### config.mk
export PLATFORM = sky130hd
export DESIGN_NAME = sequence_extractor
export DESIGN_NICKNAME = d
export VERILOG_FILES = /design/src/rtl/sequence_extractor.sv
export SDC_FILE = /design/constraint.sdc
export NUM_CORES = 1
export LEC_CHECK = 0
export BUFFER_PORTS_ARGS = -buffer_cell sky130_fd_sc_hd__buf_4
export CAP_MARGIN = 20
export CORE_ASPECT_RATIO = 1.4
export CORE_UTILIZATION = 60
export CTS_BUF_LIST = sky130_fd_sc_hd__clkbuf_4
export DETAILED_ROUTE_END_ITERATION = 12
export PLACE_DENSITY = 0.81
export RECOVER_POWER = 100
export SYNTH_ARGS = -nofsm -noshare
export SYNTH_HDL_FRONTEND = slang
export SYNTH_SLANG_ARGS = --single-unit
### constraint.sdc
create_clock -name clock -period 6.95 [get_ports clock]
set_input_delay 0.695 -clock clock [delete_from_list [all_inputs] [get_ports clock]]
set_output_delay 0.695 -clock clock [all_outputs]
set_load 0.01 [all_outputs]
### src/rtl/sequence_extractor.sv
// Recovers a 40-bit marker (8-bit id + 32-bit reseed count) from the chroma samples of a marker line.
// Optional confidence tracking (weak_bits, MAX_WEAK) is built when SEQ_EXTRACT_CONFIDENCE_EN is defined.
module sequence_extractor #(
    parameter logic [9:0] BLACK_LEVEL   = 10'h040,
    parameter logic [9:0] WHITE_LEVEL   = 10'h3AC,
    parameter logic [7:0] EXPECTED_ID   = 8'hA5,
    parameter int         SAMPLE_OFFSET = 0
`ifdef SEQ_EXTRACT_CONFIDENCE_EN
    ,
    parameter int         MAX_WEAK      = 0
`endif
) (
    input  logic        clock,
    input  logic        reset_n,
    input  logic        enable,
    input  logic [9:0]  data_in,
    output logic [31:0] reseed_count,
    output logic [7:0]  id_out,
    output logic        valid,
    output logic        id_match,
    output logic        abort
`ifdef SEQ_EXTRACT_CONFIDENCE_EN
    ,
    output logic [5:0]  weak_bits
`endif
);

    typedef enum logic [1:0] {IDLE, SKIP, ACQUIRE, DONE} state_t;

    localparam logic [10:0] THR    = ({1'b0, BLACK_LEVEL} + {1'b0, WHITE_LEVEL}) >> 1;
    localparam logic [15:0] OFFSET = 16'(SAMPLE_OFFSET);

    state_t      state, state_next;
    logic [10:0] s_cnt, cur_s;
    logic [5:0]  pos, cur_pos;
    logic [4:0]  votes, cur_votes, total;
    logic [39:0] shreg;
    logic [15:0] skip_cnt;
    logic        prev_en, fin, take, abort_c, start, hit, bit_val, id_ok;
`ifdef SEQ_EXTRACT_CONFIDENCE_EN
    logic [5:0]  weak_cnt, cur_weak;
    logic        is_weak;
`endif

    // A new line is only accepted on a rising enable, so a line cut by reset stays ignored.
    assign start     = enable & ~prev_en;
    assign cur_s     = (state == ACQUIRE) ? s_cnt : '0;
    assign cur_pos   = (state == ACQUIRE) ? pos : '0;
    assign cur_votes = (state == ACQUIRE) ? votes : '0;
    assign hit       = cur_s[0] & ({1'b0, data_in} >= THR);
    assign total     = cur_votes + {4'd0, hit};
    assign bit_val   = (total >= 5'd10);
`ifdef SEQ_EXTRACT_CONFIDENCE_EN
    assign cur_weak  = (state == ACQUIRE) ? weak_cnt : '0;
    assign is_weak   = (total >= 5'd7) && (total <= 5'd11);
    assign id_ok     = (shreg[39:32] == EXPECTED_ID) && (weak_cnt <= 6'(MAX_WEAK));
`else
    assign id_ok     = (shreg[39:32] == EXPECTED_ID);
`endif

    always_ff @(posedge clock) begin
        if (!reset_n) state <= IDLE;
        else          state <= state_next;
    end

    always_comb begin
        state_next = state;
        take       = 1'b0;
        abort_c    = 1'b0;
        case (state)
            IDLE: begin
                if (start) begin
                    if (SAMPLE_OFFSET > 0) begin
                        state_next = SKIP;
                    end else begin
                        take       = 1'b1;
                        state_next = ACQUIRE;
                    end
                end
            end
            SKIP: begin
                if (!enable) begin
                    state_next = IDLE;
                end else if (skip_cnt == OFFSET) begin
                    take       = 1'b1;
                    state_next = ACQUIRE;
                end
            end
            ACQUIRE: begin
                if (!enable) begin
                    abort_c    = 1'b1;
                    state_next = IDLE;
                end else begin
                    take = 1'b1;
                    if (cur_s == 11'd1439) state_next = DONE;
                end
            end
            DONE: begin
                if (!enable) state_next = IDLE;
            end
            default: state_next = IDLE;
        endcase
    end

    always_ff @(posedge clock) begin
        if (!reset_n) begin
            s_cnt        <= '0;
            pos          <= '0;
            votes        <= '0;
            shreg        <= '0;
            skip_cnt     <= '0;
            prev_en      <= 1'b1;
            fin          <= 1'b0;
            valid        <= 1'b0;
            abort        <= 1'b0;
            id_out       <= '0;
            id_match     <= 1'b0;
            reseed_count <= '0;
`ifdef SEQ_EXTRACT_CONFIDENCE_EN
            weak_cnt     <= '0;
            weak_bits    <= '0;
`endif
        end else begin
            prev_en <= enable;
            abort   <= abort_c;
            valid   <= fin;
            fin     <= take && (cur_s == 11'd1439);

            if (state == IDLE && start)        skip_cnt <= 16'd1;
            else if (state == SKIP && enable)  skip_cnt <= skip_cnt + 16'd1;

            if (take) begin
                s_cnt <= cur_s + 11'd1;
                if (cur_pos == 6'd35) begin
                    shreg <= {shreg[38:0], bit_val};
                    votes <= '0;
                    pos   <= '0;
                end else begin
                    votes <= total;
                    pos   <= cur_pos + 6'd1;
                end
`ifdef SEQ_EXTRACT_CONFIDENCE_EN
                weak_cnt <= (cur_pos == 6'd35) ? cur_weak + {5'd0, is_weak} : cur_weak;
`endif
            end

            // Publish one cycle after the final sample; shreg already holds all 40 bits.
            if (fin) begin
                id_out   <= shreg[39:32];
                id_match <= id_ok;
                if (id_ok) reseed_count <= shreg[31:0];
`ifdef SEQ_EXTRACT_CONFIDENCE_EN
                weak_bits <= weak_cnt;
`endif
            end
        end
    end

endmodule

Word level (Yosys, flattened, before mapping)

Index checks and enable logic that the tools add are counted.

Register bits after elaboration: 125
Bits of input ports: 13
Output and inout port bits: 43
Logic and storage cells: 65

Add/sub/neg operators: 4
$lt $le $gt $ge: 2
Equal/unequal tests: 10
Muxes and demuxes: 20
Bitwise logic cells: 4
Reductions and logical operators: 11

Operators with widths:

| cell                                                                     | number |
|---|---|
| 16-bit by 1-bit adder with 16-bit output (second input constant)         | 1 |
| 16-bit zero test                                                         | 1 |
| 2-bit two-way mux                                                        | 6 |
| 6-bit two-way mux                                                        | 2 |
| 11-bit by 1-bit adder with 11-bit output (second input constant)         | 1 |
| 11-bit == test (second input constant)                                   | 1 |
| 11-bit two-way mux                                                       | 1 |
| 10-bit by 9-bit >= comparator with 1-bit output (second input constant)  | 1 |
| 5-bit two-way mux                                                        | 2 |
| 8-bit == test (second input constant)                                    | 1 |
| 2-bit one-hot mux with 4 select lines                                    | 1 |
| 1-bit two-way mux                                                        | 7 |
| 6-bit by 1-bit adder with 6-bit output (second input constant)           | 1 |
| 6-bit == test (second input constant)                                    | 1 |
| 2-bit AND reduction                                                      | 3 |
| 5-bit by 1-bit adder with 5-bit output                                   | 1 |
| 5-bit by 4-bit >= comparator with 1-bit output (second input constant)   | 1 |
| 2-bit == test (second input constant)                                    | 2 |
| 2-bit inequality test (second input constant)                            | 2 |
| 4-bit AND reduction                                                      | 1 |
| 1-bit logical AND                                                        | 3 |
| 3-bit by 2-bit inequality test with 1-bit output (second input constant) | 1 |
| 3-bit inequality test (second input constant)                            | 1 |
| 1-bit one-hot mux with 3 select lines                                    | 1 |
| other kinds (6)                                                          | 8 |

Logic depth before layout (Yosys ltp)

Depth after elaboration: 6
Mapped depth: 12
Depth with buffers taken out: 10

Worst setup path after synthesis

No wires, ideal clock.

Kind: register to register
From: register state[0]
To: register s_cnt[10]
Arrival: 2182 ps
Slack: 4649 ps
Cell stages (with the launch flop): 11
Cells stage by stage: dfxtp_1 -> buf_2 -> nor2b_2 -> clkbuf_1 -> and2_1 -> ha_1 -> and3_1 -> and3_2 -> nand3_2 -> mux2_1 -> o221a_1

Word-level cells in the longest chain between the ends: 3
Elaborated cells on any way between the ends: 6

Ends and longest elaborated chain:

| what                                     | RTL line | RTL |
|---|---|---|
| from (decl)                              | 33       | `state_t state, state_next;` |
| from (signal assigned)                   | 63       | `else state <= state_next;` |
| 2-bit == test                            | 47, 70   |  |
| 11-bit two-way mux                       | 47       | `assign cur_s = (state == ACQUIRE) ? s_cnt : '0;` |
| 11-bit by 1-bit adder with 11-bit output | 133      | `s_cnt <= cur_s + 11'd1;` |
| to (signal assigned)                     | 133      |  |
| to (decl)                                | 34       | `logic [10:0] s_cnt, cur_s;` |

Parallel ways exist; a longest one is shown, timed or not.
A chain may end at the register's enable or synchronous reset.

Final worst setup path

From: register state[1]
To: register shreg[0]

Word-level cells in the longest chain between the ends: 5
Elaborated cells on any way between the ends: 12

Ends and longest elaborated chain:

| what                                           | RTL line | RTL |
|---|---|---|
| 2-bit == test                                  | n/a      |  |
| 11-bit two-way mux                             | 47       |  |
| 1-bit bitwise AND                              | 50       | `assign hit = cur_s[0] & ({1'b0, data_in} >= THR);` |
| 5-bit by 1-bit adder with 5-bit output         | 51       | `assign total = cur_votes + {4'd0, hit};` |
| 5-bit by 4-bit >= comparator with 1-bit output | 52       | `assign bit_val = (total >= 5'd10);` |
| to (signal assigned)                           | 135      | `shreg <= {shreg[38:0], bit_val};` |
| to (decl)                                      | 37       | `logic [39:0] shreg;` |

Parallel ways exist; a longest one is shown, timed or not.

==> metrics.cfg <==
[cells_and_area]
syn_to_final_growth_pct=10.1
final_core_utilization_pct=69.0
drive_gt1_share_pct=7.19
antennaDiodeCount=0
finalInstanceArea_sq_mm=0.00569
layout.nets=646

[global_route]
grt_pass1_vias=3862
track_usage_pct=23.2
grt_start_max_net_pins=78
antenna_found_initial=0
gr-total-overflow=0
grt_pass1_wl_mm=16.2

[sta]
maxSlewViolCount=159
max-slew-margin-rel_pct=-73.8
fin_crit_ns=4.07
setup_violations=0
setup_ws_ns=2.88
clock.fmax_mhz=245
fin_setup_tns_ns=0
fin_skew_ns=0.0139
finalHoldViolCount=0
post-route-period-util_pct=58.6
rsz0062_at_grt=no
worst_pin_slew_ns=2.61

[yosys]
synthCells=583
synth_seq_cells=125
seq_area_frac_synth_pct=48.4
yosysTopAreaCellShare_pct=48.4
synth_xor_area_share_pct=2.88
yosys_warnings=0
yosys.area_share.simple_pct=23.1
synthTopCellsByArea=dfxtp_1 48%, mux2i_1 7.9%, nand2_1 7.6%
yosys-top-cells-count=125 x dfxtp_1, 105 x nand2_1, 70 x nor2_1
synth_top_area_cell=dfxtp_1
yosysMostFrequentCell=dfxtp_1
muxShareOfSynthArea_pct=8.16
syn_area_sq_mm=0.00517
syn-num-nets=602
synth_top_family_by_area=simple AND/OR/NAND/NOR gates
syn_avg_cell_area_sq_um=8.87
synth_edf_count=0
synth_compound_area_share_pct=12.8
yosys.area_share.adder_pct=1.45
ys_types=52
async_flop_share_pct=0
synth_ff_type=dfxtp_1

[clock_tree]
clkTransAtPathRegs_ns=0.10
postCtsHoldBufs=0
htree_levels=4
cts_resized=0
worstSkewPairLatency_ns=0.53
numCtsBuffers=17
cts.sinks=125
cts_setup_buffers=0
clock_path_buffers=2
cts_tree=done
clockRootBuffer=clkbuf_4

[pwr]
p_leak_nw=2.25
powerDensity_mw_per_mm2=221
peakVddDrop_v=0.000124
fin_total_pwr_mw=1.26

[die]
dieWidth_um=80.5
die_area_sq_mm=0.00900
fp-row-count=39
ios=56
die_h_um=112
core_area_sq_mm=0.00825
start_util_pct=62.7

[drt]
drc=0
drt-vias-per-instance=5.59
ant_nets=0
initialDrtViolationCount=199
totalWireLength_mm=9.87
dr.pass1.iters=4
post_drt_wl_per_cell_um=13.3
dr_total_vias=4146

[run_status]
outcome=finished with violations
violations=capacitance limit, slew limit

[job]
max_cap_violations=3

[placement]
pre_cts_ws_ns=4.14
place.port_buffers=54
dpl_cell_area_sq_mm=0.00560
dp_hpwl_mm=6.41
globalplace.congestion=0.806

[worst_hold_path]
min_path_cells=3
hold_class=input port to register

[setup_path]
critPathArrivalTime_ns=4.52
crit_path_end_kind=register
crit_type=register to register
crit_required_ns=7.40
path_max_fanout=40
start_kind=register
reg2regPathDepth=6
r2r_slack_ns=2.88

[routing by layer]
metal / vias to the layer above / share of wire (%) / wire [um] / GRT usage, %
li1: 2079 / - / - / -
met1: 1962 / 41 / 4080 / 23.4
met2: 91 / 53 / 5230 / 41.8
met3: 14 / 4.1 / 409 / 7.21
met4: 0 / 1.5 / 146 / 11.2
met5: - / 0 / 0 / 0
[worst max-delay path, stage by stage, from the launching register on]
cell and delay (ns):
dfxtp_1 0.44, nor2b_1 1.09, nand2_1 0.60, nor2_2 0.21
clkbuf_1 1.25, o21ai_0 0.20, nor2_1 0.19
[layout make-up]
cell class	instances	area, sq um
Sequential cell	125	2500
Clock buffer	18	135
Timing Repair Buffer	59	267
Tap cell	102	128
Fill cell	719	2550
Multi-Input combinational cell	418	2490
Inverter	6	22.5
Clock inverter	14	151
[report_power, final]
group / leakage [nW] / internal, mW / switching (mW)
Sequential: 1.01 / 0.717 / 0.00160
Clock: 0.148 / 0.247 / 0.256
Combinational: 1.10 / 0.0132 / 0.0218
Total: 2.25 / 0.977 / 0.279
[sequential cells by signal (all words and copies together) (netlist names), 2 cells and up]
name          cells
shreg            40
reseed_count     32
skip_cnt         16
s_cnt            11
id_out            8
pos               6
votes             5
state             2
[cells in the final DEF, fill, tap and decap left out, drive strengths merged, types with 3 or more instances in the layout]
master      n
clkinv      8
o21a        3
inv         6
nor2       70
nor2b       4
nand2b      3
clkbuf     65
xor2       14
nand2     105
a31oi       3
mux2i      41
dfxtp     125
and2       11
buf        12
nand4       8
clkinvlp    3
nor3       10
and4        3
xnor2       3
a21oi       9
or3         3
and3        6
o21ai      19
o211ai      3
nor4        3
a21boi     47
nand3      22
bufinv      3
ha          6
[cells by family (layout without fill, tap and decap cells)]
logic type / count (synthesis) / count (layout)
muxes: 42 / 42
buffers and inverters: 40 / 97
DFF: 125 / 125
adders and majority gates: 6 / 6
AOI/OAI and AO/OA: 95 / 95
xor gates and xnor gates: 17 / 17
and+or+nand+nor: 258 / 258
[stage by stage]
step	cells	hold slack (ns)
6_report	742	0.471
5_1_grt	742	0.463
4_1_cts	742	0.422
3_5_place_dp	710	0.455
3_3_place_gp	710	0.444
2_1_floorplan	583	0.423
[worst paths after layout]
| kind | to | startpoint |
|---|---|---|
| worst min register to register | pos[5] | pos[5] |
| worst max-delay path | shreg[0] | state[1] |
| worst min-delay path | state[0] | enable |
| worst max register to register | shreg[0] | state[1] |
Power figures use the tool's default switching activity.
